===== src/rtl/display_pkg.sv =====
// Shared 640x480p60 timing constants, FSM state type and sync-window helper
// for the display timing generator.
package display_pkg;

  localparam int   DEF_H_RES         = 640;
  localparam int   DEF_H_FP          = 16;
  localparam int   DEF_H_SYNC        = 96;
  localparam int   DEF_H_BP          = 48;
  localparam int   DEF_V_RES         = 480;
  localparam int   DEF_V_FP          = 10;
  localparam int   DEF_V_SYNC        = 2;
  localparam int   DEF_V_BP          = 33;
  localparam logic DEF_SYNC_POL      = 1'b0;
  localparam int   DEF_SETTLE_CYCLES = 16;
  localparam int   DEF_CORDW         = 10;

  typedef enum logic [1:0] {WAIT_LOCK, SETTLE, RUN} disp_state_t;

  // Unsigned half-open window test: lo <= pos < lo+len, written to avoid lo+len overflow.
  function automatic logic in_window(input logic [31:0] pos, input logic [31:0] lo,
                                     input logic [31:0] len);
    return (pos >= lo) && ((pos - lo) < len);
  endfunction

endpackage


===== src/rtl/display_timing_640x480_if.sv =====
// Raster output bus: coordinates, syncs, data-enable, strobes and frame count.
interface display_timing_640x480_if
  import display_pkg::*;
#(
  parameter int CORDW = DEF_CORDW
);
  logic [CORDW-1:0] sx;
  logic [CORDW-1:0] sy;
  logic             hsync;
  logic             vsync;
  logic             de;
  logic             line_start;
  logic             frame_start;
  logic [15:0]      frame_count;
  logic             running;

  modport master (output sx, sy, hsync, vsync, de, line_start, frame_start, frame_count, running);
  modport slave  (input  sx, sy, hsync, vsync, de, line_start, frame_start, frame_count, running);
endinterface


===== src/rtl/display_timing_640x480.sv =====
// Lock-qualified raster timing generator: waits for a stable pixel-clock lock,
// then emits registered, mutually aligned coordinates, syncs and strobes.
module display_timing_640x480
  import display_pkg::*;
#(
  parameter int   H_RES         = DEF_H_RES,
  parameter int   H_FP          = DEF_H_FP,
  parameter int   H_SYNC        = DEF_H_SYNC,
  parameter int   H_BP          = DEF_H_BP,
  parameter int   V_RES         = DEF_V_RES,
  parameter int   V_FP          = DEF_V_FP,
  parameter int   V_SYNC        = DEF_V_SYNC,
  parameter int   V_BP          = DEF_V_BP,
  parameter logic SYNC_POL      = DEF_SYNC_POL,
  parameter int   SETTLE_CYCLES = DEF_SETTLE_CYCLES,
  parameter int   CORDW         = DEF_CORDW
) (
  input  logic                       clk_25m,
  input  logic                       rst,
  input  logic                       clk_25m_locked,
  display_timing_640x480_if.master   vid
);

  localparam int H_TOTAL = H_RES + H_FP + H_SYNC + H_BP;
  localparam int V_TOTAL = V_RES + V_FP + V_SYNC + V_BP;
  localparam int SW      = (SETTLE_CYCLES > 1) ? $clog2(SETTLE_CYCLES) : 1;

  if (H_TOTAL > (1 << CORDW)) begin : g_htot_chk
    $error("H_TOTAL does not fit in CORDW bits");
  end
  if (V_TOTAL > (1 << CORDW)) begin : g_vtot_chk
    $error("V_TOTAL does not fit in CORDW bits");
  end
  if (SETTLE_CYCLES < 1) begin : g_settle_chk
    $error("SETTLE_CYCLES must be at least 1");
  end

  disp_state_t      state_q, state_d;
  logic [SW-1:0]    settle_q, settle_d;
  logic [CORDW-1:0] sx_q, sx_d, sy_q, sy_d;
  logic [15:0]      frame_count_q, frame_count_d;
  logic             hsync_q, hsync_d, vsync_q, vsync_d, de_q, de_d;
  logic             line_start_q, line_start_d, frame_start_q, frame_start_d;
  logic             running_q, running_d;
  logic             active;

  always_comb begin
    state_d  = state_q;
    settle_d = settle_q;
    case (state_q)
      WAIT_LOCK: if (clk_25m_locked) begin
        state_d  = SETTLE;
        settle_d = '0;
      end
      SETTLE: begin
        if (!clk_25m_locked)                          state_d  = WAIT_LOCK;
        else if (settle_q == SW'(SETTLE_CYCLES - 1)) state_d  = RUN;
        else                                          settle_d = settle_q + 1'b1;
      end
      RUN:     if (!clk_25m_locked) state_d = WAIT_LOCK;
      default: state_d = WAIT_LOCK;
    endcase
  end

  // The output stage trails the FSM by one register; lock loss in RUN idles
  // it on the very edge that samples the drop. The first active cycle after
  // entering RUN starts the raster at (0,0).
  always_comb begin
    active        = (state_q == RUN) && clk_25m_locked;
    sx_d          = '0;
    sy_d          = '0;
    frame_count_d = '0;
    if (active && running_q) begin
      frame_count_d = frame_count_q;
      sy_d          = sy_q;
      if (sx_q == CORDW'(H_TOTAL - 1)) begin
        if (sy_q == CORDW'(V_TOTAL - 1)) begin
          sy_d          = '0;
          frame_count_d = frame_count_q + 16'd1;
        end else begin
          sy_d = sy_q + 1'b1;
        end
      end else begin
        sx_d = sx_q + 1'b1;
      end
    end
    running_d     = active;
    de_d          = active && in_window(32'(sx_d), 0, H_RES) && in_window(32'(sy_d), 0, V_RES);
    hsync_d       = (active && in_window(32'(sx_d), H_RES + H_FP, H_SYNC)) ? SYNC_POL : ~SYNC_POL;
    vsync_d       = (active && in_window(32'(sy_d), V_RES + V_FP, V_SYNC)) ? SYNC_POL : ~SYNC_POL;
    line_start_d  = active && (sx_d == '0);
    frame_start_d = active && (sx_d == '0) && (sy_d == '0);
  end

  always_ff @(posedge clk_25m) begin
    if (rst) begin
      state_q       <= WAIT_LOCK;
      settle_q      <= '0;
      sx_q          <= '0;
      sy_q          <= '0;
      frame_count_q <= '0;
      hsync_q       <= ~SYNC_POL;
      vsync_q       <= ~SYNC_POL;
      de_q          <= 1'b0;
      line_start_q  <= 1'b0;
      frame_start_q <= 1'b0;
      running_q     <= 1'b0;
    end else begin
      state_q       <= state_d;
      settle_q      <= settle_d;
      sx_q          <= sx_d;
      sy_q          <= sy_d;
      frame_count_q <= frame_count_d;
      hsync_q       <= hsync_d;
      vsync_q       <= vsync_d;
      de_q          <= de_d;
      line_start_q  <= line_start_d;
      frame_start_q <= frame_start_d;
      running_q     <= running_d;
    end
  end

  assign vid.sx          = sx_q;
  assign vid.sy          = sy_q;
  assign vid.hsync       = hsync_q;
  assign vid.vsync       = vsync_q;
  assign vid.de          = de_q;
  assign vid.line_start  = line_start_q;
  assign vid.frame_start = frame_start_q;
  assign vid.frame_count = frame_count_q;
  assign vid.running     = running_q;

endmodule


===== src/flat_wrapper.sv =====
// flat-port wrapper written by rule: the top's interface ports become plain ports
module display_timing_640x480_flat import display_pkg::*;
#(
  parameter int   H_RES         = DEF_H_RES,
  parameter int   H_FP          = DEF_H_FP,
  parameter int   H_SYNC        = DEF_H_SYNC,
  parameter int   H_BP          = DEF_H_BP,
  parameter int   V_RES         = DEF_V_RES,
  parameter int   V_FP          = DEF_V_FP,
  parameter int   V_SYNC        = DEF_V_SYNC,
  parameter int   V_BP          = DEF_V_BP,
  parameter logic SYNC_POL      = DEF_SYNC_POL,
  parameter int   SETTLE_CYCLES = DEF_SETTLE_CYCLES,
  parameter int   CORDW         = DEF_CORDW
)
  (clk_25m, rst, clk_25m_locked, vid_sx, vid_sy, vid_hsync, vid_vsync, vid_de, vid_line_start, vid_frame_start, vid_frame_count, vid_running);
  display_timing_640x480_if #(.CORDW(CORDW)) vid_i ();
  input  logic clk_25m;
  input  logic rst;
  input  logic clk_25m_locked;
  output wire logic [$bits(vid_i.sx)-1:0] vid_sx;
  output wire logic [$bits(vid_i.sy)-1:0] vid_sy;
  output wire logic [$bits(vid_i.hsync)-1:0] vid_hsync;
  output wire logic [$bits(vid_i.vsync)-1:0] vid_vsync;
  output wire logic [$bits(vid_i.de)-1:0] vid_de;
  output wire logic [$bits(vid_i.line_start)-1:0] vid_line_start;
  output wire logic [$bits(vid_i.frame_start)-1:0] vid_frame_start;
  output wire logic [$bits(vid_i.frame_count)-1:0] vid_frame_count;
  output wire logic [$bits(vid_i.running)-1:0] vid_running;
  assign vid_sx = vid_i.sx;
  assign vid_sy = vid_i.sy;
  assign vid_hsync = vid_i.hsync;
  assign vid_vsync = vid_i.vsync;
  assign vid_de = vid_i.de;
  assign vid_line_start = vid_i.line_start;
  assign vid_frame_start = vid_i.frame_start;
  assign vid_frame_count = vid_i.frame_count;
  assign vid_running = vid_i.running;
  display_timing_640x480 #(.H_RES(H_RES), .H_FP(H_FP), .H_SYNC(H_SYNC), .H_BP(H_BP), .V_RES(V_RES), .V_FP(V_FP), .V_SYNC(V_SYNC), .V_BP(V_BP), .SYNC_POL(SYNC_POL), .SETTLE_CYCLES(SETTLE_CYCLES), .CORDW(CORDW)) u_core (.clk_25m(clk_25m), .rst(rst), .clk_25m_locked(clk_25m_locked), .vid(vid_i));
endmodule

===== config.mk =====
export PLATFORM = sky130hd
export DESIGN_NAME = display_timing_640x480_flat
export DESIGN_NICKNAME = d
export VERILOG_FILES = /design/src/rtl/display_pkg.sv /design/src/rtl/display_timing_640x480_if.sv /design/src/rtl/display_timing_640x480.sv /design/src/flat_wrapper.sv
export SDC_FILE = /design/constraint.sdc
export NUM_CORES = 1
export LEC_CHECK = 0
export CAP_MARGIN = 0
export CORE_MARGIN = 2
export CORE_UTILIZATION = 47
export DETAILED_ROUTE_END_ITERATION = 6
export GPL_TIMING_DRIVEN = 0
export PLACE_DENSITY = 0.72
export REMOVE_ABC_BUFFERS = 1
export SYNTH_ARGS = -nofsm -noshare
export SYNTH_HDL_FRONTEND = slang
export SYNTH_SLANG_ARGS = --single-unit

===== constraint.sdc =====
create_clock -name clk_25m -period 3.65 [get_ports clk_25m]
set_clock_uncertainty 0.2 [all_clocks]
set_input_delay 0.365 -clock clk_25m [delete_from_list [all_inputs] [get_ports clk_25m]]
set_output_delay 0.365 -clock clk_25m [all_outputs]
set_load 0.01 [all_outputs]

== Word-level counts from Yosys, hierarchy flattened ==
Cells that the tools add are included.

* Flip-flop bits (word level): 48
* Bits of input ports: 3
* Output and inout port bits: 42
* Logic and storage cells: 68

* Add/sub/neg operators: 6
* Order comparisons: 6
* Equality and inequality tests: 10
* Multiplexer cells: 16
* Bitwise operators: 1
* Reductions and logical operators: 18

{| class="wikitable"
|+ Operators by type and width
! cell !! count
|-
| 10-bit 2-to-1 mux || 5
|-
| 32-bit by 2-bit less-than comparator with 1-bit output (second input constant) || 1
|-
| 32-bit by 7-bit less-than comparator with 1-bit output (second input constant) || 1
|-
| 10-bit by 1-bit adder with 10-bit output (second input constant) || 2
|-
| 10-bit equality test (second input constant) || 2
|-
| 10-bit logical NOT || 2
|-
| 16-bit by 1-bit adder with 16-bit output (second input constant) || 1
|-
| 4-bit 2-to-1 mux || 3
|-
| 10-bit by 10-bit subtractor with 11-bit output (second input constant) || 1
|-
| 10-bit by 9-bit subtractor with 11-bit output (second input constant) || 1
|-
| 10-bit greater-or-equal comparator (second input constant) || 1
|-
| 10-bit by 9-bit greater-or-equal comparator with 1-bit output (second input constant) || 1
|-
| 1-bit logical AND || 10
|-
| 10-bit less-than comparator (second input constant) || 1
|-
| 10-bit by 9-bit less-than comparator with 1-bit output (second input constant) || 1
|-
| 2-bit 2-to-1 mux || 4
|-
| 2-bit != test (second input constant) || 4
|-
| 4-bit one-hot mux with 2 select lines || 1
|-
| 2-bit one-hot mux with 3 select lines || 1
|-
| 4-bit by 1-bit adder with 4-bit output (second input constant) || 1
|-
| 4-bit equality test (second input constant) || 1
|-
| 4-bit AND reduction || 1
|-
| 3-bit by 2-bit != test with 1-bit output (second input constant) || 1
|-
| 3-bit AND reduction || 1
|-
| 8 further kinds || 9
|}

== Logic depth before layout (Yosys ltp) ==
Gate-level depths: netlist of the first run.

* Depth in word-level cells: 9
* Depth in mapped cells: 12
* Depth with buffers taken out: 11

== Worst setup path after synthesis of the first run ==
Ideal clock, no wire load.

* Kind: register -> register
* Start: reg u_core.sx_q[0], in the netlist u_core.vid.sx[0]
* End: reg u_core.vsync_q, in the netlist u_core.vid.vsync
* Setup time: 0.139 ns
* Data arrival time: 2.727 ns
* Required time: 3.311 ns
* Path slack: 0.584 ns
* Cell stages (with the launch flop): 11
* Path buffers: 1
* Clock period less this slack: 3.066 ns
* Path through: dfxtp_1 ha_1 and4_1 buf_4 nand4_1 xor2_1 or3_1 ha_1 or4b_1 a211oi_1 o221ai_1

* Longest elaborated chain between the ends: 8
* Elaborated cells between the ends (all ways): 9
* Those cells by class: add/sub: 1; order compare: 2; eq/ne: 1; mux: 3; reduce/logical: 2

{| class="wikitable"
|+ Ends and longest elaborated chain
! item !! line !! text
|-
| start, declared || display_timing_640x480.sv:40 || <nowiki>logic [CORDW-1:0] sx_q, sx_d, sy_q, sy_d;</nowiki>
|-
| start signal, assigned || display_timing_640x480.sv:99 || <nowiki>sx_q <= '0;</nowiki>
|-
| start signal, assigned || display_timing_640x480.sv:111 || <nowiki>sx_q <= sx_d;</nowiki>
|-
| 10-bit equality test * || display_timing_640x480.sv:76 || <nowiki>if (sx_q == CORDW'(H_TOTAL - 1)) begin</nowiki>
|-
| 10-bit 2-to-1 mux * || display_timing_640x480.sv:76 ||
|-
| 10-bit 2-to-1 mux * || display_timing_640x480.sv:73 || <nowiki>if (active && running_q) begin</nowiki>
|-
| 10-bit by 9-bit subtractor with 11-bit output || display_pkg.sv:22 || <nowiki>return (pos >= lo) && ((pos - lo) < len);</nowiki>
|-
| 32-bit by 2-bit less-than comparator with 1-bit output || display_pkg.sv:22 ||
|-
| 1-bit logical AND * || display_pkg.sv:22 ||
|-
| 1-bit logical AND * || display_timing_640x480.sv:90 || <nowiki>vsync_d = (active && in_window(32'(sy_d), V_RES + V_FP, V_SYNC)) ? SYNC_POL : ~SYNC_POL;</nowiki>
|-
| 1-bit 2-to-1 mux * || display_timing_640x480.sv:90 ||
|-
| end signal, assigned || display_timing_640x480.sv:103 || <nowiki>vsync_q <= ~SYNC_POL;</nowiki>
|-
| end signal, assigned || display_timing_640x480.sv:115 || <nowiki>vsync_q <= vsync_d;</nowiki>
|-
| end, declared || display_timing_640x480.sv:42 || <nowiki>logic hsync_q, hsync_d, vsync_q, vsync_d, de_q, de_d;</nowiki>
|}

Mark *: on every way between the ends. The rest lies on a longest branch, timed or not.
A chain may end at the register's enable or synchronous reset.

== Worst setup path in the final report of the first run ==
Ends and elaborated chain as after synthesis.

==> flow_metrics.tcl, run 1 <==
set metrics [dict create \
    postCtsSetupRepairBufs 0 \
    firstDrtPassIters 5 \
    power_w 0.0009986 \
    synth_top_area_cell "dfxtp_1" \
    antenna_found_initial 0 \
    portBuffers 44 \
    n_fill_cell 510 \
    finalHoldViolCount 0 \
    vdd_ir_drop_max_v 0.0002228 \
    report.final.slew_viol_count 0 \
    synth.top_cell.area_share 0.3475 \
    numCtsBuffers 5 \
    async_flop_share 0 \
    synthTopCellsByArea "dfxtp_1 (35%), xnor2_1 (7.9%), nor2_1 (6.4%)" \
    tightest_slew_ps 831.0 \
    ys.warnings.count 0 \
    gr-total-overflow 0 \
    syn_area_mm2 0.002765 \
    routed_wl_um 6533 \
    ys_ff_latch 48 \
    crit_chain "ha_1, and4_2, nand4_1, xor2_1, or3_1, ha_1, or4b_1, a211oi_1, o221ai_1" \
    grt_pass1_wl_um 10830 \
    start_util 0.4931 \
    endpoint_kind "register" \
    clk_latency_ps 310 \
    die_h_um 80.70 \
    root_buffer "clkbuf_8" \
    maxSlewHeadroom 0.4443 \
    slowest_stage "dfxtp_1" \
    area_delta_synth_final_pct 21.99 \
    power.leakage_nw 1.031 \
    die_w_um 80.70 \
    ant_nets 0 \
    vias_per_cell 5.788 \
    place.gp.congestion 0.8559 \
    clock_sinks 48 \
    period_needed_ps 3416 \
    finalSetupViolations 0 \
    final_nets 376 \
    wl_per_cell_um 14.92 \
    drt-initial-drc-count 209 \
    cts_max_path_buffers 2 \
    grt_util_all_layers 0.2120 \
    rrSetupSlack_ps 230 \
    r2r_start "u_core.vid.sx[0]$_SDFF_PP0_" \
    cts_tree "yes" \
    power_density_mw_per_mm2 296.0 \
    vias 2535 \
    yosysMostFrequentCell "dfxtp_1" \
    crit_fanout 7 \
    fin_crit_sh 0.9359 \
    postCtsHoldBufs 0 \
    synth_edf_count 0 \
    core-area_mm2 0.005608 \
    grt_pass1_vias 2266 \
    ys_seq_area_frac 0.3475 \
    rsz0062_at_grt "no" \
    path_class "register to register" \
    cts_max_level 2 \
    hp-class "register to register" \
    r2r-end "u_core.vid.vsync$_SDFF_PP1_" \
    ys_types 61 \
    fmax_mhz 292.7 \
    status "completed" \
    holdPathEnd "u_core.settle_q[1]$_SDFFE_PP0P_" \
    cap_violations 0 \
    drive_above_1_share 0.07923 \
    required_ps 3620 \
    path_clk_slew_ps 100 \
    finish.utilization 0.6015 \
    syn_inst 330 \
    min-delay-start "u_core.settle_q[1]$_SDFFE_PP0P_" \
    critical-path-max-stage-delay_ps 450 \
    arrival_ps 3390 \
    row_count 27 \
    whs_path_depth 2 \
    synth_ff_type "dfxtp_1" \
    grt_max_degree 22 \
    synth_commonest_cells "dfxtp_1 (48), nor2_1 (47), xnor2_1 (25)" \
    dpl.hpwl_um 4679 \
    reg2reg_depth 9 \
    synth_area_per_cell_um2 8.379 \
    ios 45 \
    start_kind "register" \
    cp_common_cell "ha_1" \
    drc 0 \
    die_area_mm2 0.006512 \
    num_antenna_cells 0 \
]
[critical path, delay by kind of cell (launching register included)]
family	cells	cell delay (ps)
and+or+nand+nor	4	1350
xor gates and xnor gates	1	220
DFF	1	450
AOI/OAI and AO/OA	2	470
adders and majority gates	2	600
[per-stage QoR]
step | hold slack, ps | cell area, µm² | TNS (ps) | std cells | setup slack (ps)
floorplan | 234.1 | 2695 | 0 | 314 | 563.6
global placement | 267.8 | 3226 | -404.9 | 430 | -404.9
detailed placement | 267.3 | 3226 | -473.8 | 430 | -473.8
CTS | 280.4 | 3369 | 0 | 438 | 135.3
global route | 336.6 | 3373 | 0 | 438 | 10.91
finish | 280.6 | 3373 | 0 | 438 | 234.0
[power breakdown]
group          switching [W]  internal [W]   total, W  leakage (nW)
Combinational     0.00000706    0.00000419  0.0000113         0.575
Clock               0.000185      0.000276   0.000461        0.0687
Sequential        0.00000185      0.000524   0.000526         0.387
[what timing repair did]
action                                 4_1_cts  5_1_grt
setup endpoints to repair                    1        1
endpoints found under the hold margin        0        0
resized for setup                            1        2
[logic make-up (layout without fill, tap and decap cells)]
family | count (synthesis) | count (layout) | synth area share
adders and majority gates | 8 | 8 | 0.03620
xor gates and xnor gates | 30 | 30 | 0.09502
muxes | 6 | 6 | 0.02353
and+or+nand+nor | 164 | 164 | 0.3317
DFF | 48 | 48 | 0.3475
buffers and inverters | 27 | 63 | 0.04027
AOI/OAI and AO/OA | 47 | 47 | 0.1258
[metal layers]
layer	track usage	vias to the layer above	share of wire
li1	-	1269	-
met2	0.3392	73	0.46
met1	0.2884	1183	0.47
met5	0	-	0
met3	0.04382	10	0.052
met4	0.06271	0	0.015
[state kept, by name (all words and copies together) (netlist names)]
signal / flops
u_core.vid.de: 1
u_core.vid.vsync: 1
u_core.vid.line_start: 1
u_core.state_q: 2
u_core.vid.frame_count: 16
u_core.vid.running: 1
u_core.vid.frame_start: 1
u_core.settle_q: 4
u_core.vid.sx: 10
u_core.vid.hsync: 1
u_core.vid.sy: 10
[layout make-up]
type	count	area [µm²]	share of cell area
clock buffers	5	68.82	0.02040
clock inverters	3	68.82	0.02040
inverters	11	41.29	0.01224
multi-input cells	255	1703	0.5048
flip-flops and latches	48	960.9	0.2849
well taps	72	90.09	0.02671
repair buffers	44	440.4	0.1306
[cells in the final DEF, fill, tap and decap left out, types with 3 or more instances in the layout]
cell	netlist	routed
or2_2	3	3
nor4_1	8	8
nand2_1	20	19
nand4_1	11	11
nor3b_1	3	3
or3_1	5	5
nand3_1	14	14
nor3_1	14	14
clkbuf_8	0	5
a211oi_1	3	3
mux2_2	4	4
ha_1	8	8
nand2b_1	4	4
dfxtp_1	48	48
o221ai_1	3	3
and3_1	10	10
xor2_1	5	5
nor2_1	47	47
a21o_1	3	3
o21ai_0	4	4
inv_1	11	11
xnor2_1	25	25
a21oi_1	10	10
clkdlybuf4s50_1	0	44
and4_1	5	4
[worst max-delay path by stage]
stage | start | endpoint | slack (ps) | depth (start not counted)
finish | u_core.vid.sx[0]$_SDFF_PP0_ | u_core.vid.vsync$_SDFF_PP1_ | 230 | 9
global route | rst | u_core.vid.vsync$_SDFF_PP1_ | 10 | 6
CTS | rst | u_core.vid.vsync$_SDFF_PP1_ | 140 | 6
detailed placement | rst | u_core.vid.vsync$_SDFF_PP1_ | -470 | 6
global placement | rst | u_core.vid.vsync$_SDFF_PP1_ | -400 | 6
floorplan | u_core.vid.sx[0]$_SDFF_PP0_ | u_core.vid.vsync$_SDFF_PP1_ | 560 | 9
Note: power is estimated with default switching activity, not from simulation.
==> run 2, diff against run 1 <==
- MAX_ROUTING_LAYER: unset -> met4
==> run 2 against run 1 <==
  * Worst setup slack got worse by 4.5 ps
  * Highest routed layer unchanged
  * Sequential share of layout area unchanged
  * Clock power about the same
  * Count of clock-buffer cells in the layout unchanged
  * Sequential cell count unchanged
  * Utilization unchanged
==> flow_metrics.tcl, run 2 (same netlist as run 1, synthesis figures left out) <==
set metrics [dict create \
    die_w_um 80.70 \
    rsz0062_at_grt "no" \
    start_kind "register" \
    fin_area_mm2 0.003373 \
    maxSlewHeadroom 0.4444 \
    postCtsHoldBufs 0 \
    routed_wl_um 6504 \
    ctsResizeCount 1 \
    die_h_um 80.70 \
    cap_violations 0 \
    core-area_mm2 0.005608 \
    drive_above_1_share 0.07923 \
    arrival_ps 3390 \
    p_switching_w 0.0001930 \
    startpoint "u_core.vid.sx[0]$_SDFF_PP0_" \
    root_buffer "clkbuf_8" \
    finalSetupViolations 0 \
    start_util 0.4931 \
    drt-initial-drc-count 221 \
    pwr-share-seq 0.528 \
    status "completed" \
    dpl.hpwl_um 4679 \
    layout_commonest_cell "dfxtp_1" \
    vias_per_cell 5.797 \
    power_density_mw_per_mm2 295.6 \
    gr-total-overflow 0 \
    finish.utilization 0.6015 \
    area_delta_synth_final_pct 21.99 \
    required_ps 3620 \
    period_needed_ps 3421 \
    num_antenna_cells 0 \
    reg2reg_depth 9 \
    power_w 0.0009972 \
    cts_max_level 2 \
    firstDrtPassIters 4 \
    combinationalPowerShare 0.011 \
    grt_max_degree 22 \
    vdd_ir_drop_max_v 0.0002231 \
    finalHoldViolCount 0 \
    die_area_mm2 0.006512 \
    antenna_found_initial 0 \
    fmax_mhz 292.4 \
    vias 2539 \
    cts_max_path_buffers 2 \
    numCtsBuffers 5 \
    portBuffers 44 \
    report.final.slew_viol_count 0 \
    p_int_w 0.0008041 \
    tns_ps 0 \
    whs_path_depth 2 \
    ios 45 \
    crit_fanout 7 \
    wl_per_cell_um 14.85 \
    power.leakage_nw 1.031 \
    tightest_slew_ps 830.9 \
    hp-class "register to register" \
    place.gp.congestion 0.8696 \
    grt_pass1_vias 2273 \
    r2r-end "u_core.vid.vsync$_SDFF_PP1_" \
    cts_tree "yes" \
    detailed_place.area_mm2 0.003226 \
    grt_pass1_wl_um 10860 \
    postCtsSetupRepairBufs 0 \
    largest_reg_flops 16 \
    drc 0 \
    path_class "register to register" \
    endpoint_kind "register" \
    path_clk_slew_ps 100 \
    r2r_start "u_core.vid.sx[0]$_SDFF_PP0_" \
    holdPathEnd "u_core.settle_q[1]$_SDFFE_PP0P_" \
    grt_util_all_layers 0.2186 \
    final_nets 376 \
    power_switching_share 0.1936 \
    final_cell_mix "dfxtp_1 (48), nor2_1 (47), clkdlybuf4s50_1 (44)" \
    ant_nets 0 \
    row_count 27 \
    rrSetupSlack_ps 230 \
    pwr-share-clk 0.461 \
    clk_latency_ps 310 \
    fin_crit_sh 0.9371 \
    clock_sinks 48 \
    min-delay-start "u_core.settle_q[1]$_SDFFE_PP0P_" \
]
==> run 2: worst max-delay path by stage <==
stage / slack, ps / end / cells after the start
finish: 230 / u_core.vid.vsync$_SDFF_PP1_ / 9
global route: 10 / u_core.vid.vsync$_SDFF_PP1_ / 6
CTS: 140 / u_core.vid.vsync$_SDFF_PP1_ / 6
detailed placement: -470 / u_core.vid.vsync$_SDFF_PP1_ / 6
global placement: -400 / u_core.vid.vsync$_SDFF_PP1_ / 6
floorplan: 560 / u_core.vid.vsync$_SDFF_PP1_ / 9
==> run 2: routing by layer <==
layer	GRT usage	wire, µm
met3	0.04157	349
met2	0.3425	3083
met1	0.2884	2994
met4	0.06271	76
met5	-	0
==> run 2: critical path: stages (launching register included) <==
cell	delay [ps]
dfxtp_1	450
ha_1	330
and4_2	360
nand4_1	210
xor2_1	220
or3_1	330
ha_1	270
or4b_1	450
a211oi_1	280
o221ai_1	190
==> run 2: metrics by stage <==
stage | cells | setup slack (ps) | hold WS [ps]
after floorplan | 314 | 563.6 | 234.1
after CTS | 438 | 135.3 | 280.4
final | 438 | 229.5 | 279.7
after global routing | 438 | 11.19 | 336.6
after detailed placement | 430 | -473.8 | 267.3
after global placement | 430 | -404.9 | 267.8
==> run 2: area by class of cell <==
type,count,area (µm²)
clock buffers,5,68.82
clock inverters,3,68.82
fillers,510,2235
inverters,11,41.29
multi-input cells,255,1703
flip-flops and latches,48,960.9
well taps,72,90.09
repair buffers,44,440.4
==> run 2: power groups by stage <==
stage	clock network, W	logic [W]	registers [W]
final	0.000460	0.0000113	0.000526
after global routing	0.000490	0.0000122	0.000527
after CTS	0.000472	0.0000113	0.000526
after detailed placement	0	0.0000110	0.000538
after global placement	0	0.0000108	0.000538
after floorplan	0	0.00000411	0.000538
